===== config.mk =====
export PLATFORM = sky130hd
export DESIGN_NAME = mem_seq_flat
export DESIGN_NICKNAME = d
export VERILOG_FILES = /design/src/rtl/core_pkg.sv /design/src/rtl/mem_seq_if.sv /design/src/rtl/mem_seq_wait_timer.sv /design/src/rtl/mem_seq.sv /design/src/flat_wrapper.sv
export SDC_FILE = /design/constraint.sdc
export NUM_CORES = 1
export LEC_CHECK = 0
export CORE_UTILIZATION = 45
export DETAILED_ROUTE_END_ITERATION = 7
export GPL_TIMING_DRIVEN = 0
export PLACE_DENSITY = 0.81
export SYNTH_ARGS = -nofsm -noshare
export SYNTH_HDL_FRONTEND = slang
export SYNTH_SLANG_ARGS = --single-unit

===== constraint.sdc =====
create_clock -name clk -period 9.4 [get_ports clk]
set_input_delay 1.88 -clock clk [delete_from_list [all_inputs] [get_ports clk]]
set_output_delay 1.88 -clock clk [all_outputs]
set_load 0.01 [all_outputs]

===== src/rtl/core_pkg.sv =====
// Shared definitions for the memory sequencer: state encoding and default timeout.
package core_pkg;

  typedef enum logic [2:0] {
    IDLE  = 3'd0,
    FETCH = 3'd1,
    EXEC  = 3'd2,
    MEM   = 3'd3,
    WB    = 3'd4,
    ERR   = 3'd5
  } state_e;

  localparam int unsigned TIMEOUT_DEFAULT = 255;

  // States in which the sequencer owns the shared memory port.
  function automatic logic is_bus_state(input state_e s);
    return (s == FETCH) || (s == MEM);
  endfunction

endpackage


===== src/rtl/mem_seq_if.sv =====
// Single shared memory port between the sequencer (master) and memory (slave).
interface mem_seq_if;
  logic        mem_req;
  logic        mem_we;
  logic [29:0] mem_addr;
  logic [31:0] mem_wdata;
  logic [3:0]  mem_mask;
  logic [31:0] mem_rdata;
  logic        mem_ready;

  modport master (
    output mem_req, mem_we, mem_addr, mem_wdata, mem_mask,
    input  mem_rdata, mem_ready
  );

  modport slave (
    input  mem_req, mem_we, mem_addr, mem_wdata, mem_mask,
    output mem_rdata, mem_ready
  );
endinterface


===== src/rtl/mem_seq_wait_timer.sv =====
// Wait-cycle counter for one memory transaction; flags the wait cycle that
// would bring the count to TIMEOUT.
module wait_timer
  import core_pkg::*;
#(
  parameter int unsigned TIMEOUT = TIMEOUT_DEFAULT
) (
  input  logic clk,
  input  logic rst,
  input  logic clear,
  input  logic tick,
  output logic expired
);

  localparam int unsigned   CW   = (TIMEOUT < 2) ? 1 : $clog2(TIMEOUT);
  localparam logic [CW-1:0] LAST = CW'(TIMEOUT - 1);

  logic [CW-1:0] count_q, count_d;

  // Next count: clear on transaction entry, otherwise count unanswered cycles.
  always_comb begin
    count_d = count_q;
    if (clear) begin
      count_d = '0;
    end else if (tick && (count_q != LAST)) begin
      count_d = count_q + 1'b1;
    end
    expired = tick && (count_q == LAST);
  end

  // Count register.
  always_ff @(posedge clk or posedge rst) begin
    if (rst) count_q <= '0;
    else     count_q <= count_d;
  end

endmodule


===== src/rtl/mem_seq.sv =====
// Multi-cycle fetch / execute / memory / writeback sequencer sharing one
// memory port, with wait timeout, cycle and retired-instruction counters.
module mem_seq
  import core_pkg::*;
#(
  parameter int unsigned TIMEOUT = TIMEOUT_DEFAULT
) (
  input  logic             clk,
  input  logic             rst,
  input  logic [31:0]      pc,
  input  logic             ex_ren,
  input  logic             ex_wen,
  input  logic [29:0]      ex_addr,
  input  logic [31:0]      ex_wdata,
  input  logic [3:0]       ex_mask,
  mem_seq_if.master        mem,
  output logic [31:0]      inst,
  output logic [31:0]      ld_data,
  output logic             pc_we,
  output logic             rf_we,
  output logic             err,
  output logic [31:0]      cycle_cnt,
  output logic [31:0]      instret_cnt
);

  state_e      state_q, state_d;
  logic [31:0] inst_q, inst_d;
  logic [31:0] ld_data_q, ld_data_d;
  logic [29:0] addr_q, addr_d;
  logic [31:0] wdata_q, wdata_d;
  logic [3:0]  mask_q, mask_d;
  logic        wen_q, wen_d;
  logic [31:0] cycle_q, cycle_d;
  logic [31:0] instret_q, instret_d;

  logic bus_active, handshake;
  logic wait_clear, wait_tick, wait_expired;
  logic pc_unused;

  assign pc_unused  = ^pc[1:0];
  assign bus_active = is_bus_state(state_q);
  assign handshake  = bus_active && mem.mem_ready;
  assign wait_tick  = bus_active && !mem.mem_ready;
  assign wait_clear = is_bus_state(state_d) && (state_d != state_q);

  wait_timer #(.TIMEOUT(TIMEOUT)) u_wait_timer (
    .clk     (clk),
    .rst     (rst),
    .clear   (wait_clear),
    .tick    (wait_tick),
    .expired (wait_expired)
  );

  // Next-state and datapath capture; a handshake always beats timer expiry.
  always_comb begin
    state_d   = state_q;
    inst_d    = inst_q;
    ld_data_d = ld_data_q;
    addr_d    = addr_q;
    wdata_d   = wdata_q;
    mask_d    = mask_q;
    wen_d     = wen_q;
    instret_d = instret_q;
    cycle_d   = cycle_q;
    unique case (state_q)
      IDLE:  state_d = FETCH;
      FETCH: begin
        if (handshake) begin
          inst_d  = mem.mem_rdata;
          state_d = EXEC;
        end else if (wait_expired) begin
          state_d = ERR;
        end
      end
      EXEC: begin
        addr_d  = ex_addr;
        wdata_d = ex_wdata;
        mask_d  = ex_mask;
        wen_d   = ex_wen;
        state_d = (ex_ren || ex_wen) ? MEM : WB;
      end
      MEM: begin
        if (handshake) begin
          if (!wen_q) ld_data_d = mem.mem_rdata;
          state_d = WB;
        end else if (wait_expired) begin
          state_d = ERR;
        end
      end
      WB: begin
        instret_d = instret_q + 32'd1;
        state_d   = FETCH;
      end
      ERR:     state_d = ERR;
      default: state_d = IDLE;
    endcase
    if ((state_q != IDLE) && (state_q != ERR)) cycle_d = cycle_q + 32'd1;
  end

  // Memory port and strobes decode purely from state so reset clears them at once.
  always_comb begin
    mem.mem_req   = bus_active;
    mem.mem_we    = (state_q == MEM) && wen_q;
    mem.mem_addr  = '0;
    mem.mem_wdata = '0;
    mem.mem_mask  = '0;
    if (state_q == FETCH) begin
      mem.mem_addr = pc[31:2];
    end else if (state_q == MEM) begin
      mem.mem_addr  = addr_q;
      mem.mem_wdata = wdata_q;
      mem.mem_mask  = mask_q;
    end
    pc_we       = (state_q == WB);
    rf_we       = (state_q == WB);
    err         = (state_q == ERR);
    inst        = inst_q;
    ld_data     = ld_data_q;
    cycle_cnt   = cycle_q;
    instret_cnt = instret_q;
  end

  // State and datapath registers.
  always_ff @(posedge clk or posedge rst) begin
    if (rst) begin
      state_q   <= IDLE;
      inst_q    <= '0;
      ld_data_q <= '0;
      addr_q    <= '0;
      wdata_q   <= '0;
      mask_q    <= '0;
      wen_q     <= 1'b0;
      cycle_q   <= '0;
      instret_q <= '0;
    end else begin
      state_q   <= state_d;
      inst_q    <= inst_d;
      ld_data_q <= ld_data_d;
      addr_q    <= addr_d;
      wdata_q   <= wdata_d;
      mask_q    <= mask_d;
      wen_q     <= wen_d;
      cycle_q   <= cycle_d;
      instret_q <= instret_d;
    end
  end

endmodule


===== src/flat_wrapper.sv =====
// flat-port wrapper written by rule: the top's interface ports become plain ports
module mem_seq_flat import core_pkg::*;
#(
  parameter int unsigned TIMEOUT = TIMEOUT_DEFAULT
)
  (clk, rst, pc, ex_ren, ex_wen, ex_addr, ex_wdata, ex_mask, inst, ld_data, pc_we, rf_we, err, cycle_cnt, instret_cnt, mem_mem_req, mem_mem_we, mem_mem_addr, mem_mem_wdata, mem_mem_mask, mem_mem_rdata, mem_mem_ready);
  mem_seq_if mem_i ();
  input  logic clk;
  input  logic rst;
  input  logic [31:0] pc;
  input  logic ex_ren;
  input  logic ex_wen;
  input  logic [29:0] ex_addr;
  input  logic [31:0] ex_wdata;
  input  logic [3:0] ex_mask;
  output logic [31:0] inst;
  output logic [31:0] ld_data;
  output logic pc_we;
  output logic rf_we;
  output logic err;
  output logic [31:0] cycle_cnt;
  output logic [31:0] instret_cnt;
  output wire logic [$bits(mem_i.mem_req)-1:0] mem_mem_req;
  output wire logic [$bits(mem_i.mem_we)-1:0] mem_mem_we;
  output wire logic [$bits(mem_i.mem_addr)-1:0] mem_mem_addr;
  output wire logic [$bits(mem_i.mem_wdata)-1:0] mem_mem_wdata;
  output wire logic [$bits(mem_i.mem_mask)-1:0] mem_mem_mask;
  input wire logic [$bits(mem_i.mem_rdata)-1:0] mem_mem_rdata;
  input wire logic [$bits(mem_i.mem_ready)-1:0] mem_mem_ready;
  assign mem_mem_req = mem_i.mem_req;
  assign mem_mem_we = mem_i.mem_we;
  assign mem_mem_addr = mem_i.mem_addr;
  assign mem_mem_wdata = mem_i.mem_wdata;
  assign mem_mem_mask = mem_i.mem_mask;
  assign mem_i.mem_rdata = mem_mem_rdata;
  assign mem_i.mem_ready = mem_mem_ready;
  mem_seq #(.TIMEOUT(TIMEOUT)) u_core (.clk(clk), .rst(rst), .pc(pc), .ex_ren(ex_ren), .ex_wen(ex_wen), .ex_addr(ex_addr), .ex_wdata(ex_wdata), .ex_mask(ex_mask), .mem(mem_i), .inst(inst), .ld_data(ld_data), .pc_we(pc_we), .rf_we(rf_we), .err(err), .cycle_cnt(cycle_cnt), .instret_cnt(instret_cnt));
endmodule

==> results of run 1 <==
==> power groups by stage <==
stage / clock network, uW / registers [uW] / logic, uW
3_5_place_dp: 0 / 1410 / 1590
4_1_cts: 935 / 1400 / 1600
6_report: 914 / 1400 / 1580
5_1_grt: 973 / 1440 / 1700
2_1_floorplan: 0 / 1450 / 744
3_3_place_gp: 0 / 1390 / 1560
==> synthesized netlist by cell type (all sizes together) <==
cell and instances:
xnor2 44, xor2 24, or4 1, and4 5, nor2 60, nor3 13, and3 45, o21bai 1
or3 1, nand2 29, o21ai 2, mux2 133, a21oi 2, dfrtp 206, nor2b 1, buf 21
a41oi 1, and3b 1, a2111o 1, nor3b 2, a211oi 2, nand4 21, nand3 26, ha 4
and4b 1, a31oi 1, and2 6, o31ai 1, mux2i 31, nor4 3, inv 11, clkbuf 19
nand2b 2
==> final timing paths <==
kind	end	start	depth (start not counted)	slack, ns
max in group asynchronous	u_core.instret_cnt[6]	rst	3	6.51
setup reg to reg	u_core.inst[19]	u_core.state_q[0]	6	7.03
hold / removal	u_core.instret_cnt[31]	u_core.instret_cnt[31]	1	0.48
hold reg to reg	u_core.instret_cnt[31]	u_core.instret_cnt[31]	1	0.48
setup / recovery	mem_mem_addr[19]	pc[21]	4	4.30
min in group asynchronous	u_core.cycle_cnt[27]	rst	2	1.88
==> metal layers <==
layer,share of wire,wire (um)
met2,0.51,12000
met5,0,0
met4,0.015,353
met1,0.38,9050
met3,0.094,2220
==> cell usage in the layout (no fill, tap or decap), types with 23 or more instances in the layout <==
| cell | Yosys | layout |
|---|---|---|
| sky130_fd_sc_hd__mux2i_1 | 31 | 31 |
| sky130_fd_sc_hd__clkbuf_16 | 0 | 23 |
| sky130_fd_sc_hd__nand3_1 | 26 | 26 |
| sky130_fd_sc_hd__nand2_1 | 29 | 29 |
| sky130_fd_sc_hd__xnor2_1 | 44 | 44 |
| sky130_fd_sc_hd__and3_1 | 45 | 45 |
| sky130_fd_sc_hd__clkdlybuf4s50_1 | 0 | 331 |
| sky130_fd_sc_hd__dfrtp_1 | 206 | 206 |
| sky130_fd_sc_hd__xor2_1 | 24 | 24 |
| sky130_fd_sc_hd__nor2_1 | 59 | 59 |
| sky130_fd_sc_hd__clkbuf_1 | 19 | 23 |
| sky130_fd_sc_hd__mux2_2 | 131 | 131 |
==> logic make-up (layout without fill, tap and decap cells) <==
family / after synthesis / in the layout / share of synthesized area
XOR/XNOR: 68 / 68 / 0.0654
multiplexers: 164 / 164 / 0.199
AND/OR/NAND/NOR: 217 / 217 / 0.130
AO/OA/AOI/OAI: 11 / 11 / 0.00838
buffers and inverters: 51 / 423 / 0.0257
adder cells (fa/ha/maj): 4 / 4 / 0.00550
flip-flops: 206 / 206 / 0.566
==> through the flow <==
stage               setup WS, ns  cells  cell area, um^2
detailed placement          4.27   1318            12800
finish                      4.30   1358            13600
global route                4.24   1358            13600
floorplan                   1.90    721             9110
CTS                         4.27   1358            13600
global placement          -0.902   1317            12800
==> worst max-delay path: cells and delay by family <==
family,cells,cell delay [ns]
mux,1,0.09
buf+inv,2,1.13
simple gates,1,0.12
==> sequential cells by signal (all words and copies together), names as in the netlist <==
name                         count
u_core.addr_q                   30
u_core.cycle_cnt                32
u_core.inst                     32
u_core.instret_cnt              32
u_core.ld_data                  32
u_core.mask_q                    4
u_core.state_q                   3
u_core.u_wait_timer.count_q      8
u_core.wdata_q                  32
u_core.wen_q                     1
==> layout make-up <==
class	count	area [um^2]	area share
Tap cell	265	332	0.0244
Buffer	40	193	0.0142
Inverter	11	48.8	0.00360
Sequential cell	206	5150	0.380
Timing Repair Buffer	332	3340	0.246
Clock buffer	35	701	0.0517
Clock inverter	5	78.8	0.00581
Multi-Input combinational cell	464	3720	0.274
==> results, run 1 <==
- The flow ran to the end, and the final reports show no timing, DRC or antenna violations.
- The share of power burned in the clock network is 0.235.
- The die span in x is 144 um.
- Summed over all layers, the global routing overflow is 0.
- The switching share of power is 0.306.
- The measured slew at the worst slew-check pin is 0.778 ns.
- The global-route wire length before repair is about 36000 um.
- IR analysis of the VDD net gives a maximum drop of 0.184 mV.
- The ratio of cells with drive above 1 in the final layout is 0.181.
- The area of the placeable core is 19700 um^2.
- For this run, the total global-route usage over all layers was measured as 0.226.
- The first TritonRoute pass finished after 4 iterations.
- The via density per instance is around 5.0.
- Along the worst path, the maximum fanout reaches 1.
- The floorplan step defined a die boundary enclosing between 20000 and 25000 um^2.
- The H-tree level count is 1.
- The antenna diode count is 0.
- The longest individual stage delay on the worst path is roughly 0.61 ns.
- The share of synthesized area in the top cell type comes to 0.566.
- The minimum period implied by the final worst setup slack is a little over 5 ns.
- For this block, the routed nets add up to 23600 um of wire.
- For the final database, setup skew stands at 0.0107 ns.
- The number of global-route vias before repair is around 7.0k.
- Of the total power, combinational logic draws 0.406.
- Synthesis instantiated 46 different standard cells from the library.
- The standby leakage power is 0.00585 uW.
- The clock transition at the registers of the reported paths is ~0.05 ns.
- The clock latency of the later-clocked register in the worst-skew pair is roughly 0.50 ns.
- In this design, the critical path's most frequently occurring cell is sky130_fd_sc_hd__clkdlybuf4s50_1.
- The global routing's busiest layer is met2.
- During placement, the flow inserted port buffers numbering 331.
- The register bit total from synthesis is 206.
- The arrival time reported for the critical path endpoint is roughly 3.2 ns.
- For this run, global-route usage on met3 was measured as 0.0778.
- The number of vias after detailed routing is slightly below 7k.
- The number of instances in the synthesized netlist is slightly above 700.
- For met1 alone, demand over resource in global routing was 0.257.
- The number of nets produced by synthesis is 860.
- The start-to-end type of the worst setup path is in -> out.
- From bottom edge to top edge, the die measures 144 um.
- In this run the core area contains just over 50 standard-cell rows.
- The count of final max-slew check failures is 0.
- The worst setup path is captured at an output port.
- Relative to the synthesized area, the layout overhead comes to 49.0%.
- The worst setup path is launched from a primary input.
- The tree is rooted in a sky130_fd_sc_hd__clkbuf_16.
- For this run, the number of Yosys warnings is 0.
- The final estimated routing congestion in global placement is approximately 0.76.
- Buffers added to address setup during post-CTS repair amount to 0.
- After detailed routing, the number of remaining DRC violations is 0.
- The cell with the largest stage delay on the worst path is sky130_fd_sc_hd__clkdlybuf4s50_1.
- The net count reported at finish is 1217.
- In this run, post-CTS repair resized a total of 0 instances.
- Measured against its own limit, the worst slew margin works out to 0.481.
- The max-cap check violation count is 0.
- In this run, the number of DRC markers left after iteration 0 of detailed routing was roughly 260.
- Entering global routing, the biggest net connects about 120 pins.
- The critical path required time is about 7.5 ns.
- The buffer depth of the longest clock path is 3.
- The number of clock buffers added by TritonCTS is 23.
- The initial core utilization is 0.463.
- The detail-routed net length per standard cell is ~17 um.
- After filler insertion, the fill cell instance count of the layout stands at 1480.
- The final count of negative-setup-slack endpoints is 0.
- Of the synthesized area, sequential elements account for 0.566.
- Power spread over the standard cell area amounts to between 200 and 300 nW/um^2.
- The cell taking the most area after synthesis is sky130_fd_sc_hd__dfrtp_1.
- For this run, global-route usage on met2 was measured as 0.407.
- The share of the cycle needed by the critical path after routing is 0.543.
- Dividing the synthesized area by the synthesized cell count gives about 13 um^2.
- The number of antenna violations at the first check in global routing was 0.
- The tightest min-delay check is of the reg -> reg type.
- The sequential power share is 0.359.
- After routing, the total negative slack on setup checks comes to 0 ns.
- The clock net sink count is ~210.
- The combined area of all synthesized cells is roughly 9000 um^2.
- The internal portion of the total power is approximately 2700 uW.
- By area the synthesized netlist is led by sky130_fd_sc_hd__dfrtp_1, sky130_fd_sc_hd__mux2_2, sky130_fd_sc_hd__xnor2_1.
- Buffers inserted to repair hold after CTS numbered 0.
- The antenna violation net count after detailed routing is 0.
- Derived from the worst setup path, the maximum achievable clock frequency is a little under 200 MHz.
- Detailed placement ended at an HPWL of between 15000 and 20000 um.
- The number of hold violations in the final report is 0.
- The count of boundary I/O pins is approximately 330.
- At the end of the flow the core is filled with cells to 0.690.
- TritonCTS built the clock tree.
- The signal on the critical path passes through clkdlybuf4s50_1, mux2i_1, nor2_1, clkdlybuf4s50_1.
- The total power of the final layout is 3890 uW.
- The tightest hold path in the finished design has a slack of ~0.48 ns.
- Summed over all nets, the switching power comes to about 1200 uW.
- Setup repair after global routing left no endpoint under its margin.
Note: power is estimated with default switching activity, not from simulation.
==> run 2: changes to the inputs <==
--- a/config.mk
+++ b/config.mk
@@ -5,10 +5,10 @@
 export SDC_FILE = /design/constraint.sdc
 export NUM_CORES = 1
 export LEC_CHECK = 0
-export CORE_UTILIZATION = 45
+export CORE_UTILIZATION = 41
 export DETAILED_ROUTE_END_ITERATION = 7
 export GPL_TIMING_DRIVEN = 0
-export PLACE_DENSITY = 0.81
+export PLACE_DENSITY = 0.78
 export SYNTH_ARGS = -nofsm -noshare
 export SYNTH_HDL_FRONTEND = slang
 export SYNTH_SLANG_ARGS = --single-unit
==> constraint.sdc (replaced) <==
create_clock -name clk -period 4.3 [get_ports clk]
set_input_delay 0.86 -clock clk [delete_from_list [all_inputs] [get_ports clk]]
set_output_delay 0.86 -clock clk [all_outputs]
set_load 0.01 [all_outputs]
==> run 2 against run 1 <==
Compared with the run above: clock power is 100% higher; sequential power is 120% higher; combinational power is 120% higher; core utilization is 6.8 points lower; hold slack better by 0.0050 ns; cell count is 1.1% higher; count of clock-buffer cells in the layout is 3 lower; register-to-register slack worse by 5.3 ns; clock skew is 0.0067 ns higher; critical path type is now reg -> out; critical endpoint is now mem_mem_wdata[28].
==> results, run 2 (synthesized netlist as in run 1, its figures left out) <==
- Status: completed (unchanged).
- The height of the die came to 151 um (was 144 um).
- The largest voltage drop on the vdd net is 0.407 mV (was 0.184 mV).
- The clock latency of the later-clocked register in the worst-skew pair was 0.51 ns (was 0.50 ns).
- The total clock buffers created by CTS came to 23 (unchanged).
- The number of port buffers is 331 (unchanged).
- The count of final max-slew check failures is 0 (unchanged).
- The most common library cell in the layout ignoring fill and taps is sky130_fd_sc_hd__clkdlybuf4s50_1 (unchanged).
- The full die area is 22800 um^2 (was 20800 um^2).
- The minimum period implied by the final worst setup slack is roughly 3.8 ns.
- The first-pass detailed-route iteration total came to 4 (unchanged).
- The total power of the final layout is 8360 uW (was 3890 uW).
- The start-to-end type of the worst setup path is reg -> out (was in -> out).
- The sequential power share came to 0.364 (was 0.359).
- The pre-CTS worst setup slack was 1.03 ns (was 4.27 ns).
- The cell row count is 54 (was 51).
- The share of the cycle needed by the critical path after routing is 0.876.
- The standby leakage power came to 0.00583 uW (was 0.00585 uW).
- The die span in x is 151 um (was 144 um).
- The number of remaining DRC errors is 0 (unchanged).
- The critical path buffer and inverter count came to 5 (was 2).
- The number of fill cells in the layout came to 1717 (was 1480).
- The post-route core utilization was 0.622 (was 0.690).
- The cell with the largest stage delay on the worst path was sky130_fd_sc_hd__clkdlybuf4s50_1 (unchanged).
- The least setup slack across all paths after layout came to 0.534 ns (was 4.30 ns).
- The global routing's busiest layer is met2 (unchanged).
- The overall global routing resource usage came to 0.209 (was 0.226).
- The via density per instance is 4.97 (was 5.03).
- The met2 usage is 0.361 (was 0.407).
- The headroom to the max-slew limit is 0.473 (was 0.481).
- The overall routed net length is 23900 um (was 23600 um).
- The max-cap check violation count is 0 (unchanged).
- The largest net degree at the start of global routing is 43 (was 115).
- The buffer cell driving the clock tree root is sky130_fd_sc_hd__clkbuf_16 (unchanged).
- The area of the placeable core is 21800 um^2 (was 19700 um^2).
- The clock net sink count is 206 (unchanged).
- The count of boundary I/O pins was 334 (unchanged).
- The longest individual stage delay on the worst path is 0.58 ns (was 0.61 ns).
- The switching share of power came to 0.309 (was 0.306).
- The clock transition at the registers of the reported paths was 0.06 ns (was 0.05 ns).
- The number of instances resized during post-cts repair came to 0 (unchanged).
- The antenna diode count is 0 (unchanged).
- The met3 capacity usage during global routing is 0.0744 (was 0.0778).
- The cell-internal power is 5780 uW (was 2700 uW).
- The portion of total power attributed to combinational logic is 0.414 (was 0.406).
- The critical path required time came to 3.44 ns (was 7.52 ns).
- The H-tree level count is 1 (unchanged).
- The total of hold buffers inserted after clock tree synthesis is 0 (unchanged).
- The number of vias after detailed routing is 6829 (was 6835).
- The ratio of cells with drive above 1 in the final layout is 0.180 (was 0.181).
- The net count reported at finish is 1221 (was 1217).
- The net switching power of the design is 2580 uW (was 1190 uW).
- Commonest cells after routing, fill and taps aside: sky130_fd_sc_hd__clkdlybuf4s50_1, sky130_fd_sc_hd__dfrtp_1, sky130_fd_sc_hd__mux2_2, sky130_fd_sc_hd__nor2_1, sky130_fd_sc_hd__and3_1 (unchanged).
- The met1 track demand over resource in global routing is 0.247 (was 0.257).
- The instance area at placement is 12900 um^2 (was 12800 um^2).
- The final non-filler cell area is 13600 um^2 (about the same).
- The HPWL after detailed placement is 17900 um (was 17400 um).
- The power density over the cells is 616 nW/um^2 (was 287 nW/um^2).
- The worst clock skew came to 0.0174 ns (was 0.0107 ns).
- The number of DRC markers after the initial detailed-route iteration is 162 (was 257).
- The initial core utilization is 0.417 (was 0.463).
- The arrival time reported for the critical path endpoint came to 2.91 ns (was 3.22 ns).
- The final count of negative-setup-slack endpoints came to 0 (unchanged).
- The total grt overflow is 0 (unchanged).
- The detail-routed net length per standard cell is 17.4 um (about the same).
- The number of hold violations in the final report is 0 (unchanged).
- The final estimated routing congestion in global placement is 0.782 (was 0.761).
- The post-synthesis to final-layout area growth is 49.0% (about the same).
- The number of antenna violations at the first check in global routing is 0 (unchanged).
- The endpoint type of the worst setup path is an output port (unchanged).
- The type of the most critical hold path is reg -> reg (unchanged).
- Critical Path, Cell by Cell: buf_2, inv_2, nor2_1, clkbuf_1, clkbuf_1, and3_1, clkdlybuf4s50_1 (was clkdlybuf4s50_1, mux2i_1, nor2_1, clkdlybuf4s50_1).
- The count of placed standard cells including taps is 1337 (was 1318).
- The measured slew at the worst slew-check pin is 0.791 ns (was 0.778 ns).
- Timing would allow up to between 200 and 300 MHz.
- The share of power burned in the clock network is 0.222 (was 0.235).
- The maximum fanout encountered on the critical timing path is 10 (was 1).
- Setup repair after global routing missed its margin: no (unchanged).
- The global-route wire length before repair was 37500 um (was 36400 um).
- The number of standard cells in the layout, taps in and fillers out is 1373 (was 1358).
- The critical path startpoint category is a flop (was primary input).
- The antenna violation net count after detailed routing is 0 (unchanged).
- The buffer depth of the longest clock path was 3 (unchanged).
- The cell type group with the largest total delay on the critical path is buffers and inverters (unchanged).
- The cell seen most often among critical-path stages is sky130_fd_sc_hd__clkbuf_1 (was sky130_fd_sc_hd__clkdlybuf4s50_1).
- The CTS tree is yes (unchanged).
- The post-CTS repair timing setup buffer count came to 0 (unchanged).
- The number of global-route vias before repair is 7163 (was 7005).
## run 2: through the flow
stage / setup TNS, ns / hold slack [ns]
2_1_floorplan: 0 / 0.472
5_1_grt: 0 / 0.492
3_3_place_gp: -186.72 / 0.460
6_report: 0 / 0.480
4_1_cts: 0 / 0.479
3_5_place_dp: 0 / 0.472
## run 2: power by group through the flow
stage / Combinational [uW] / Clock, uW / Sequential [uW]
global route: 3740 / 1990 / 3130
detailed placement: 3500 / 0 / 3080
finish: 3460 / 1860 / 3040
floorplan: 1630 / 0 / 3160
CTS: 3520 / 1910 / 3050
global placement: 3420 / 0 / 3040
## run 2: area by class of cell
class,instances,area [um^2],share of cell area
flip-flops and latches,206,5150,0.380
multi-input cells,464,3720,0.274
repair buffers,336,3410,0.251
clock buffers,32,649,0.0478
well taps,280,350,0.0258
plain buffers,40,193,0.0142
clock inverters,4,48.8,0.00360
inverters,11,45.0,0.00332
## run 2: per-layer routing
metal / part of all wire / up-vias
li1: - / 3224
met1: 0.40 / 3306
met2: 0.49 / 274
met3: 0.10 / 25
met4: 0.013 / 0
met5: 0 / -
## run 2: final timing paths
| check | start | to | slack [ns] | cells after the start |
|---|---|---|---|---|
| max | u_core.state_q[1] | mem_mem_wdata[28] | 0.53 | 7 |
| min | u_core.instret_cnt[31] | u_core.instret_cnt[31] | 0.48 | 1 |
| max reg2reg | u_core.state_q[0] | u_core.inst[5] | 1.72 | 6 |
| min reg2reg | u_core.instret_cnt[31] | u_core.instret_cnt[31] | 0.48 | 1 |
| max in group asynchronous | rst | u_core.wdata_q[9] | 2.33 | 5 |
| min in group asynchronous | rst | u_core.cycle_cnt[12] | 0.84 | 2 |
==> run 3: changes to the inputs <==
--- a/config.mk
+++ b/config.mk
@@ -5,10 +5,10 @@
 export SDC_FILE = /design/constraint.sdc
 export NUM_CORES = 1
 export LEC_CHECK = 0
-export CORE_UTILIZATION = 41
+export CORE_UTILIZATION = 45
 export DETAILED_ROUTE_END_ITERATION = 7
 export GPL_TIMING_DRIVEN = 0
-export PLACE_DENSITY = 0.78
+export PLACE_DENSITY = 0.81
 export SYNTH_ARGS = -nofsm -noshare
 export SYNTH_HDL_FRONTEND = slang
 export SYNTH_SLANG_ARGS = --single-unit
==> constraint.sdc (replaced) <==
create_clock -name clk -period 3.58 [get_ports clk]
set_input_delay 0.716 -clock clk [delete_from_list [all_inputs] [get_ports clk]]
set_output_delay 0.716 -clock clk [all_outputs]
set_load 0.01 [all_outputs]
==> run 3 against run 2 <==
Compared with the run above: die area fell by 8.8%; first-iteration DRC count increased by 14%; critical path depth is 1 lower; critical endpoint is now mem_mem_addr[29]; global-route usage grew 2.6 points.
==> results, run 3 (synthesized netlist as in run 1, its figures left out) <==
- The buffer cell driving the clock tree root was sky130_fd_sc_hd__clkbuf_16 (unchanged).
- The max-cap check violation count is 0 (unchanged).
- The measured slew at the worst slew-check pin came to 0.892 ns (was 0.791 ns).
- The least setup slack across all paths after layout was 0.247 ns (was 0.534 ns).
- The net switching power of the design is 3140 uW (was 2580 uW).
- The total grt overflow is 0 (unchanged).
- The cell-internal power is 7000 uW (was 5780 uW).
- The total power of the final layout was 10100 uW (was 8360 uW).
- The largest net degree at the start of global routing was 40 (was 43).
- Setup repair after global routing missed its margin: no (unchanged).
- The start-to-end type of the worst setup path is reg -> out (unchanged).
- The critical path startpoint category is a flop (unchanged).
- The maximum fanout encountered on the critical timing path is 10 (unchanged).
- The critical path required time is 2.86 ns (was 3.44 ns).
- The most common library cell in the layout ignoring fill and taps is sky130_fd_sc_hd__clkdlybuf4s50_1 (unchanged).
- The clock latency of the later-clocked register in the worst-skew pair is 0.49 ns (was 0.51 ns).
- The fmax is between 300 and 400 MHz.
- The ratio of cells with drive above 1 in the final layout is 0.185 (was 0.180).
- The cell row count was 51 (was 54).
- The clock transition at the registers of the reported paths is 0.06 ns (about the same).
- The final estimated routing congestion in global placement is 0.770 (was 0.782).
- The type of the most critical hold path is reg -> reg (unchanged).
- The share of the cycle needed by the critical path after routing is 0.931.
- The net count reported at finish was 1221 (unchanged).
- The number of vias after detailed routing is 6848 (was 6829).
- The via density per instance came to 5.03 (was 4.97).
- The area of the placeable core is 19700 um^2 (was 21800 um^2).
- The antenna violation net count after detailed routing came to 0 (unchanged).
- The full die area was 20800 um^2 (was 22800 um^2).
- Status: completed (unchanged).
- The buffer depth of the longest clock path is 3 (unchanged).
- The initial core utilization is 0.463 (was 0.417).
- The sequential power share is 0.362 (was 0.364).
- The number of remaining DRC errors is 0 (unchanged).
- The overall global routing resource usage is 0.234 (was 0.209).
- The switching share of power is 0.310 (was 0.309).
- The portion of total power attributed to combinational logic is 0.413 (was 0.414).
- The endpoint type of the worst setup path is an output port (unchanged).
- The global-route wire length before repair is 38100 um (was 37500 um).
- The post-synthesis to final-layout area growth came to 49.3% (was 49.0%).
- The final count of negative-setup-slack endpoints is 0 (unchanged).
- The count of boundary I/O pins was 334 (unchanged).
- The total of hold buffers inserted after clock tree synthesis came to 0 (unchanged).
- The number of instances resized during post-cts repair is 1 (was 0).
- The number of port buffers is 331 (unchanged).
- The clock net sink count is 206 (unchanged).
- The number of antenna violations at the first check in global routing is 0 (unchanged).
- Commonest cells after routing, fill and taps aside: sky130_fd_sc_hd__clkdlybuf4s50_1, sky130_fd_sc_hd__dfrtp_1, sky130_fd_sc_hd__mux2_2, sky130_fd_sc_hd__nor2_1, sky130_fd_sc_hd__and3_1 (unchanged).
- The detail-routed net length per standard cell is 17.9 um (was 17.4 um).
- The worst clock skew is 0.00771 ns (was 0.0174 ns).
- The share of power burned in the clock network was 0.225 (was 0.222).
- The post-CTS repair timing setup buffer count is 0 (unchanged).
- The total clock buffers created by CTS is 23 (unchanged).
- The largest voltage drop on the vdd net is 0.425 mV (was 0.407 mV).
- The antenna diode count came to 0 (unchanged).
- The worst path needs approximately 3.3 ns of the cycle, external delays included.
- The pre-CTS worst setup slack is 0.490 ns (was 1.03 ns).
- The arrival time reported for the critical path endpoint came to 2.62 ns (was 2.91 ns).
- The first-pass detailed-route iteration total came to 4 (unchanged).
- The number of hold violations in the final report is 0 (unchanged).
- The final setup TNS is 0 ns (unchanged).
- The CTS tree is yes (unchanged).
- The power density over the cells came to 747 nW/um^2 (was 616 nW/um^2).
- The number of global-route vias before repair is 7300 (was 7163).
- The headroom to the max-slew limit is 0.404 (was 0.473).
- The count of final max-slew check failures was 0 (unchanged).
- The HPWL after detailed placement is 18400 um (was 17900 um).
- The standby leakage power is 0.00586 uW (was 0.00583 uW).
- The number of DRC markers after the initial detailed-route iteration came to 184 (was 162).
- The H-tree level count is 1 (unchanged).
- The die span in x is 144 um (was 151 um).
- The height of the die came to 144 um (was 151 um).
- The overall routed net length is 24400 um (was 23900 um).
## run 3: changes by cell type in the layout (fill, tap and decap cells not counted)
cell | before | now
sky130_fd_sc_hd__clkinvlp_4 | 1 | 2
sky130_fd_sc_hd__clkbuf_1 | 24 | 22
sky130_fd_sc_hd__clkbuf_2 | 0 | 4
sky130_fd_sc_hd__clkbuf_8 | 4 | 6
sky130_fd_sc_hd__inv_6 | 1 | 0
## run 3: metal layers
| layer | vias up | global-route usage | part of all wire |
|---|---|---|---|
| met2 | 262 | 0.423 | 0.50 |
| met4 | 0 | 0.0565 | 0.019 |
| met5 | - | 0 | 0 |
| met3 | 34 | 0.0815 | 0.10 |
| met1 | 3333 | 0.263 | 0.38 |
| li1 | 3219 | - | - |
## run 3: path summary, 6_finish.rpt
path | startpoint | endpoint | slack (ns) | depth (start not counted)
setup / recovery | u_core.state_q[0] | mem_mem_addr[29] | 0.25 | 6
hold / removal | u_core.instret_cnt[31] | u_core.instret_cnt[31] | 0.47 | 1
min in group asynchronous | rst | u_core.inst[23] | 0.75 | 2
hold reg to reg | u_core.instret_cnt[31] | u_core.instret_cnt[31] | 0.47 | 1
setup reg to reg | u_core.state_q[0] | u_core.inst[14] | 1.21 | 6
max in group asynchronous | rst | u_core.addr_q[1] | 1.87 | 4
## run 3: worst max-delay path, stage by stage, from the launching register on
cell and delay [ns]:
sky130_fd_sc_hd__dfrtp_1 0.43, sky130_fd_sc_hd__clkbuf_1 0.36, sky130_fd_sc_hd__nand2b_1 0.09, sky130_fd_sc_hd__clkbuf_1 0.19
sky130_fd_sc_hd__clkbuf_1 0.25, sky130_fd_sc_hd__nor2_1 0.21, sky130_fd_sc_hd__clkdlybuf4s50_1 0.58
## run 3: layout make-up
class | count | area, um^2
sequential | 206 | 5150
timing repair buffer | 336 | 3410
clock inverter | 4 | 47.5
inverter | 11 | 45.0
clock buffer | 36 | 684
tap | 265 | 332
fill | 1475 | 6060
multi-input combinational | 464 | 3720
buffer | 40 | 198
## run 3: power groups by stage
| stage | Clock [uW] | Combinational, uW | Sequential (uW) |
|---|---|---|---|
| finish | 2280 | 4190 | 3670 |
| global route | 2430 | 4540 | 3780 |
| CTS | 2350 | 4250 | 3670 |
| detailed placement | 0 | 4220 | 3700 |
| global placement | 0 | 4110 | 3650 |
| floorplan | 0 | 1950 | 3800 |
## run 3: metrics by stage
| step | hold slack, ns | cell area, um^2 | cells | utilization |
|---|---|---|---|---|
| floorplan | 0.472 | 9110 | 721 | - |
| global placement | 0.463 | 12800 | 1317 | 0.649 |
| detailed placement | 0.466 | 12900 | 1322 | 0.654 |
| CTS | 0.474 | 13600 | 1362 | 0.691 |
| global route | 0.484 | 13600 | 1362 | 0.692 |
| finish | 0.472 | 13600 | 1362 | 0.692 |
